$ cat src/rtl/imem_pkg.sv
// Shared constants and types for the instruction/data memory arbiter.
// Holds array geometry, starvation limit and the response-tag encoding.
package imem_pkg;

    localparam int DEPTH        = 128;
    localparam int AW           = 7;
    localparam int STARVE_LIMIT = 3;
    localparam int SW           = $clog2(STARVE_LIMIT + 1);

    typedef enum logic [1:0] {
        TAG_NONE = 2'd0,
        TAG_I    = 2'd1,
        TAG_D    = 2'd2
    } tag_t;

    // Any address bit at or above AW means the word lies outside the array.
    function automatic logic addr_in_range(input logic [31:0] addr);
        return (addr >> AW) == 32'd0;
    endfunction

endpackage

$ cat src/rtl/imem_prio_sel.sv
// Grant selection between fetch (I) and data (D) ports with a starvation guard:
// D has priority, but I is force-granted after losing STARVE_LIMIT cycles in a row.
module imem_prio_sel
    import imem_pkg::*;
(
    input  logic clk,
    input  logic srst,
    input  logic i_valid,
    input  logic d_valid,
    output tag_t grant
);

    logic [SW-1:0] starve_cnt_reg;
    logic [SW-1:0] starve_cnt_next;
    logic          i_starved;

    assign i_starved = (starve_cnt_reg == SW'(STARVE_LIMIT));

    always_comb begin
        grant = TAG_NONE;
        if (!srst) begin
            if (i_valid && (!d_valid || i_starved)) begin
                grant = TAG_I;
            end else if (d_valid) begin
                grant = TAG_D;
            end
        end
    end

    // Count only while I is actually waiting; any I grant or idle I resets the streak.
    always_comb begin
        starve_cnt_next = '0;
        if (i_valid && (grant != TAG_I)) begin
            starve_cnt_next = i_starved ? starve_cnt_reg : starve_cnt_reg + 1'b1;
        end
    end

    always_ff @(posedge clk) begin
        if (srst) begin
            starve_cnt_reg <= '0;
        end else begin
            starve_cnt_reg <= starve_cnt_next;
        end
    end

endmodule

$ cat src/rtl/imem_arbiter.sv
// Single-port 128x32 memory arbiter between instruction fetch and data stage.
// One access per cycle; response returns on the requesting port one cycle after grant.
module imem_arbiter
    import imem_pkg::*;
(
    input  logic          clk,
    input  logic          rst,
    input  logic          i_req_valid,
    input  logic [31:0]   i_addr,
    output logic          i_req_ready,
    output logic          i_rsp_valid,
    output logic [31:0]   i_rdata,
    output logic          i_err,
    input  logic          d_req_valid,
    input  logic          d_we,
    input  logic [31:0]   d_addr,
    input  logic [31:0]   d_wdata,
    output logic          d_req_ready,
    output logic          d_rsp_valid,
    output logic [31:0]   d_rdata,
    output logic          d_err,
    output logic [AW-1:0] mem_addr,
    output logic          mem_we,
    output logic [31:0]   mem_wdata,
    input  logic [31:0]   mem_rdata
);

    tag_t        grant;
    tag_t        tag_reg;
    logic        err_reg;
    logic        wr_reg;
    logic [31:0] sel_addr;
    logic        sel_err;
    logic        rsp_live;

    imem_prio_sel u_prio_sel (
        .clk     (clk),
        .srst    (rst),
        .i_valid (i_req_valid),
        .d_valid (d_req_valid),
        .grant   (grant)
    );

    assign i_req_ready = (grant == TAG_I);
    assign d_req_ready = (grant == TAG_D);

    always_comb begin
        sel_addr  = (grant == TAG_D) ? d_addr : i_addr;
        sel_err   = !addr_in_range(sel_addr);
        mem_addr  = sel_addr[AW-1:0];
        mem_we    = (grant == TAG_D) && d_we && !sel_err;
        mem_wdata = d_wdata;
    end

    always_ff @(posedge clk) begin
        if (rst) begin
            tag_reg <= TAG_NONE;
            err_reg <= 1'b0;
            wr_reg  <= 1'b0;
        end else begin
            tag_reg <= grant;
            err_reg <= (grant != TAG_NONE) && sel_err;
            wr_reg  <= (grant == TAG_D) && d_we;
        end
    end

    // A response already tagged when reset arrives must not reach the pipeline.
    assign rsp_live = !rst;

    always_comb begin
        i_rsp_valid = rsp_live && (tag_reg == TAG_I);
        i_err       = i_rsp_valid && err_reg;
        i_rdata     = (i_rsp_valid && !err_reg) ? mem_rdata : '0;
        d_rsp_valid = rsp_live && (tag_reg == TAG_D);
        d_err       = d_rsp_valid && err_reg;
        d_rdata     = (d_rsp_valid && !err_reg && !wr_reg) ? mem_rdata : '0;
    end

endmodule
$ cat config.mk
export PLATFORM = sky130hd
export DESIGN_NAME = imem_arbiter
export DESIGN_NICKNAME = d
export VERILOG_FILES = /design/src/rtl/imem_pkg.sv /design/src/rtl/imem_prio_sel.sv /design/src/rtl/imem_arbiter.sv
export SDC_FILE = /design/constraint.sdc
export NUM_CORES = 1
export LEC_CHECK = 0
export CORE_AREA = 5 5 92 94
export DETAILED_ROUTE_END_ITERATION = 8
export DIE_AREA = 0 0 97 99
export PLACE_DENSITY_LB_ADDON = 0.3
export SYNTH_ARGS = -nofsm -noshare
export SYNTH_HDL_FRONTEND = slang
export SYNTH_SLANG_ARGS = --single-unit
$ cat constraint.sdc
create_clock -name clk -period 1.45 [get_ports clk]
set_input_delay 0.29 -clock clk [delete_from_list [all_inputs] [get_ports clk]]
set_output_delay 0.29 -clock clk [all_outputs]
set_load 0.01 [all_outputs]
* Yosys cells after proc, flatten, opt, wreduce, memory -nomap -nowiden *
Cells that the tools add are included.

storage, ports and cells
  register bits = 6
  input bits = 133
  output and inout port bits = 110

operators by class
  add/sub/neg operators = 1
  eq/ne operators = 6
  multiplexer cells = 6
  bitwise gates (word level) = 1
  reduce and logical (&&, ||, !) cells = 21

operator list
  operator                                                               number
  32-bit 2-to-1 mux                                                      3
  32-bit zero test                                                       1
  1-bit logical AND                                                      12
  2-bit equality test, second input constant                             3
  2-bit 2-to-1 mux                                                       3
  1-bit zero test                                                        5
  2-bit by 1-bit equality test with 1-bit output, second input constant  2
  2-bit by 1-bit adder with 2-bit output, second input constant          1
  2-bit by 1-bit != test with 1-bit output, second input constant        1
  2-bit nonzero test                                                     1
  2-bit OR reduction                                                     1
  1-bit logical OR                                                       1
  1-bit NOT                                                              1

* Longest topological paths before layout *
Gate-level depths: netlist (run 1).

  depth after elaboration = 10
  gate-level depth with buffers = 6
  depth with buffers taken out = 6

* By module *
A second synthesis (run 1) with hierarchy kept.

unflattened totals
  cells, all modules = 159
  area, all modules = 1211.2 um^2

modules (own cells, without submodules)
  module         times used  cells an instance  area an instance (um^2)
  imem_arbiter   1           149                1108.6
  imem_prio_sel  1           10                 102.6

* Least setup slack after synthesis (run 1) *
No wires, ideal clock.

  kind = register -> output
  start point = reg tag_reg[1]
  end point = out d_rdata[23]
  arrival = 1.217 ns
  required time = 1.160 ns
  setup slack = -0.057 ns
  stages on the path, launching flop included = 5
  path buffers = 1
  path through = dfxtp_1 -> nor3b_2 -> nor3b_4 -> clkbuf_2 -> and2_1

on the way
  word-level cells in the longest chain between the ends = 5

ends and longest elaborated chain
  element                         RTL line            source
  start, declared                 imem_arbiter.sv:29  tag_t tag_reg;
  start signal, assigned          imem_arbiter.sv:61  tag_reg <= grant;
  2-bit equality test             imem_arbiter.sv:74  d_rsp_valid = rsp_live && (tag_reg == TAG_D);
  1-bit logical AND               imem_arbiter.sv:74
  via d_rsp_valid                 imem_arbiter.sv:19  output logic d_rsp_valid,
  1-bit logical AND (2 in a row)  imem_arbiter.sv:76  d_rdata = (d_rsp_valid && !err_reg && !wr_reg) ? mem_rdata : '0;
  32-bit 2-to-1 mux               imem_arbiter.sv:76
  end, declared                   imem_arbiter.sv:20  output logic [31:0] d_rdata,

The timed path passes the listed nets, and every way through them passes these cells.

* Final worst setup path (run 1) *
  start point = reg u_prio_sel.starve_cnt_reg[0]
  end point = out mem_addr[3]

on the way
  word-level cells in the longest chain between the ends = 7

ends and longest elaborated chain
  element                 RTL line             source
  start, declared         imem_prio_sel.sv:13  logic [SW-1:0] starve_cnt_reg;
  start signal, assigned  imem_prio_sel.sv:42  starve_cnt_reg <= starve_cnt_next;
  2-bit equality test     imem_prio_sel.sv:17  assign i_starved = (starve_cnt_reg == SW'(STARVE_LIMIT));
  1-bit logical OR        imem_prio_sel.sv:22  if (i_valid && (!d_valid || i_starved)) begin
  1-bit logical AND       imem_prio_sel.sv:22
  2-bit 2-to-1 mux        imem_prio_sel.sv:22
  2-bit 2-to-1 mux        imem_prio_sel.sv:21  if (!srst) begin
  2-bit equality test     imem_arbiter.sv:48   sel_addr = (grant == TAG_D) ? d_addr : i_addr;
  32-bit 2-to-1 mux       imem_arbiter.sv:48
  end, declared           imem_arbiter.sv:22   output logic [AW-1:0] mem_addr,

Every way passes these cells.

==> results.cfg, run 1 <==
[floorplanning]
dieArea_mm2 = 0.00960
initial_core_util_pct = 15.5
pin_count = 243
die_w_um = 97
core_area_mm2 = 0.00757
rows = 32
dieHeight_um = 99

[logic_synthesis]
seq_area_frac_synth_pct = 10.2
synth_nets = 290
yosys_warnings = 0
netlist_area_mm2 = 0.00117
synth_cell_types = 25
synth_seq_cells = 6
syn_area_per_cell_um2 = 7.52
synth_cells = 156

[power_and_ir_drop]
leakage_nw = 1.61
ir_drop_mv = 0.368
power.total_mw = 1.03
power_density_mw_per_mm2 = 296

[clock_network]
cts_tree = built
cts_buffers = 3
htreeDepth = 1
clk_latency_ns = 0.22
cts.sinks = 6
cts_root_buffer = clkbuf_8
cts_buffer_depth = 2
clk_pin_slew_ns = 0.04
hold_buffers = 0

[placement]
gp_congestion = 0.780
io_buffers = 178
dpl.hpwl_mm = 4.82

[route]
viasPerCell = 4.09
drt_wl_total_mm = 6.72
route.detailed.drc = 0
final_antenna_net_count = 0
wire_per_inst_um = 15.7
vias = 1755
drt_iter0_markers = 20
dr.pass1.iters = 4

[timing]
setup_viol = 74
worst_slack_ns = -0.449
clock.fmax_ghz = 0.527
slew-limit-headroom_pct = 82.1
worst-slew-pin-transition_ns = 0.267
fin_crit_sh_pct = 131
rsz0062_at_grt = true
skew_ns = 0.00294
slew_viol_final = 0
period_needed_ns = 1.90
hold_viol = 0

[outcome]
violations = setup timing
status = finished with violations

[finish]
multi_input_area_um2 = 997
final_nets = 463
synthToLayoutAreaGrowth_pct = 198
antennaDiodeCount = 0
filler_cell_count = 690
fin_util_pct = 46.1
layout-drive-gt1-share_pct = 61.2
ff_latch_area_um2 = 125

[global_route]
gr-total-overflow = 0
grt_start_max_net_pins = 17
track_usage_pct = 11.8
grt_pass1_vias = 1896
grt_pass1_wl_mm = 9.33
antenna_found_initial = 0

[setup_path]
crit_path_cell_trace = ha_4 > nand2_1 > nand3b_1 > buf_6 > clkinvlp_4 > buf_4 > mux2_4 > buf_6
critPathCaptureType = output pin
worst-path-max-fanout = 4
critPathMaxStageDelay_ns = 0.34
crit_required_ns = 1.16
cp_common_cell = buf_6
slowest_stage = dfxtp_2
cp_data_arrival_time_ns = 1.61
critPathKind = flip-flop to output pin
worstSetupStartpointType = flip-flop

[flow_run]
drv_cap = 0

[worst_hold_path]
min_path_type = flip-flop to flip-flop
## metal layers
layer  GRT usage [%]  share of wire, %  vias to the layer above
li1                -                 -                      824
met1            11.9                36                      772
met2            21.8                51                      155
met3            7.15                13                        4
met4           0.972              0.85                        0
met5               0                 0                        -
## metrics by stage
step | TNS (ns) | cell area (um^2) | worst slack [ns] | cells | hold slack, ns
2_1_floorplan | -0.852 | 1240 | -0.0321 | 156 | 0.404
3_3_place_gp | -74.05 | 2980 | -1.07 | 407 | 0.412
3_5_place_dp | -74.49 | 2980 | -1.08 | 407 | 0.417
4_1_cts | -23.36 | 3020 | -0.458 | 422 | 0.506
5_1_grt | -29.99 | 3490 | -0.533 | 429 | 0.534
6_report | -25.67 | 3490 | -0.449 | 429 | 0.506
## layout make-up
type,count,area share [%]
timing repair buffer,205,62.2
multi-input combinational,110,28.6
tap,102,3.65
sequential,6,3.58
clock buffer,3,1.18
inverter,2,0.573
timing repair inverter,1,0.215
## cell families after synthesis
group                      Yosys count  synth area share, %
AOI/OAI and AO/OA                    2                0.854
buffers and inverters               40                 23.6
muxes                                7                 6.72
DFF                                  6                 10.2
adders and majority gates            1                 1.07
and+or+nand+nor                    100                 57.5
## timing repair
action                                  in CTS  in global routing
endpoints found under the setup margin      80                 77
pin swaps                                   11                 60
gates resized for setup                    382                128
buffers inserted                            12                  5
gates cloned                                 3                  4
## synth_stat cells
library cell / instances / share of area [%]
and2_1: 39 / 21
buf_4: 32 / 20
and2_2: 29 / 19
nor4_1: 11 / 5.9
mux2_2: 7 / 6.7
dfxtp_1: 6 / 10
clkbuf_2: 5 / 2.1
nand2_1: 3 / 0.96
nor2_1: 3 / 0.96
nor2b_1: 3 / 1.6
nand4_1: 2 / 1.1
nor3b_2: 2 / 2.1
o21ai_0: 2 / 0.85
and2b_1: 1 / 0.64
and2b_2: 1 / 0.75
and3_1: 1 / 0.53
clkbuf_1: 1 / 0.32
ha_1: 1 / 1.1
inv_1: 1 / 0.32
inv_2: 1 / 0.32
nand3_1: 1 / 0.43
nand3b_1: 1 / 0.64
nor3_1: 1 / 0.43
nor3b_4: 1 / 1.6
or3_1: 1 / 0.53
## report_power, final
part / internal (mW) / leakage (nW) / switching [mW]
clock network: 0.178 / 0.0216 / 0.0665
logic: 0.428 / 1.54 / 0.181
registers: 0.174 / 0.0510 / 0.00716
## worst max-delay path, delay by kind of cell (launching register included)
| kind | cells | cell delay [ns] |
|---|---|---|
| adder cells (fa/ha/maj) | 1 | 0.13 |
| flip-flops | 1 | 0.34 |
| multiplexers | 1 | 0.29 |
| buffers and inverters | 4 | 0.50 |
| AND/OR/NAND/NOR | 2 | 0.14 |
## layout by cell type, fill, tap and decap left out, types with 3 or more instances in the layout
cell             synthesis  routed
and2_4                   0      65
buf_12                   0       3
buf_2                    0       4
buf_4                   32      13
buf_6                    0      81
clkbuf_16                0       3
clkbuf_8                 0       3
clkdlybuf4s15_1          0       5
clkdlybuf4s50_1          0      76
dfxtp_2                  0       4
dlygate4sd2_1            0      14
dlymetal6s2s_1           0       3
mux2_4                   0       7
nand2_1                  3       3
nor2_1                   3       3
nor2b_1                  3       3
nor3b_4                  1       3
nor4_1                  11       6
nor4_2                   0       4
## final timing paths
| check | to | cells after the start | start | slack (ns) |
|---|---|---|---|---|
| hold reg to reg | u_prio_sel.starve_cnt_reg[0] | 2 | u_prio_sel.starve_cnt_reg[0] | 0.51 |
| setup / recovery | mem_addr[3] | 8 | u_prio_sel.starve_cnt_reg[0] | -0.45 |
| hold / removal | u_prio_sel.starve_cnt_reg[0] | 2 | u_prio_sel.starve_cnt_reg[0] | 0.51 |
| setup reg to reg | err_reg | 8 | u_prio_sel.starve_cnt_reg[0] | 0.10 |
(Power assumes the default switching activity.)
==> inputs of run 2 (changes only) <==
HOLD_SLACK_MARGIN = 0.05   (was default)
==> results of run 2 <==
Same layout as run 1: the final DEF is identical, and so are final timing and power.
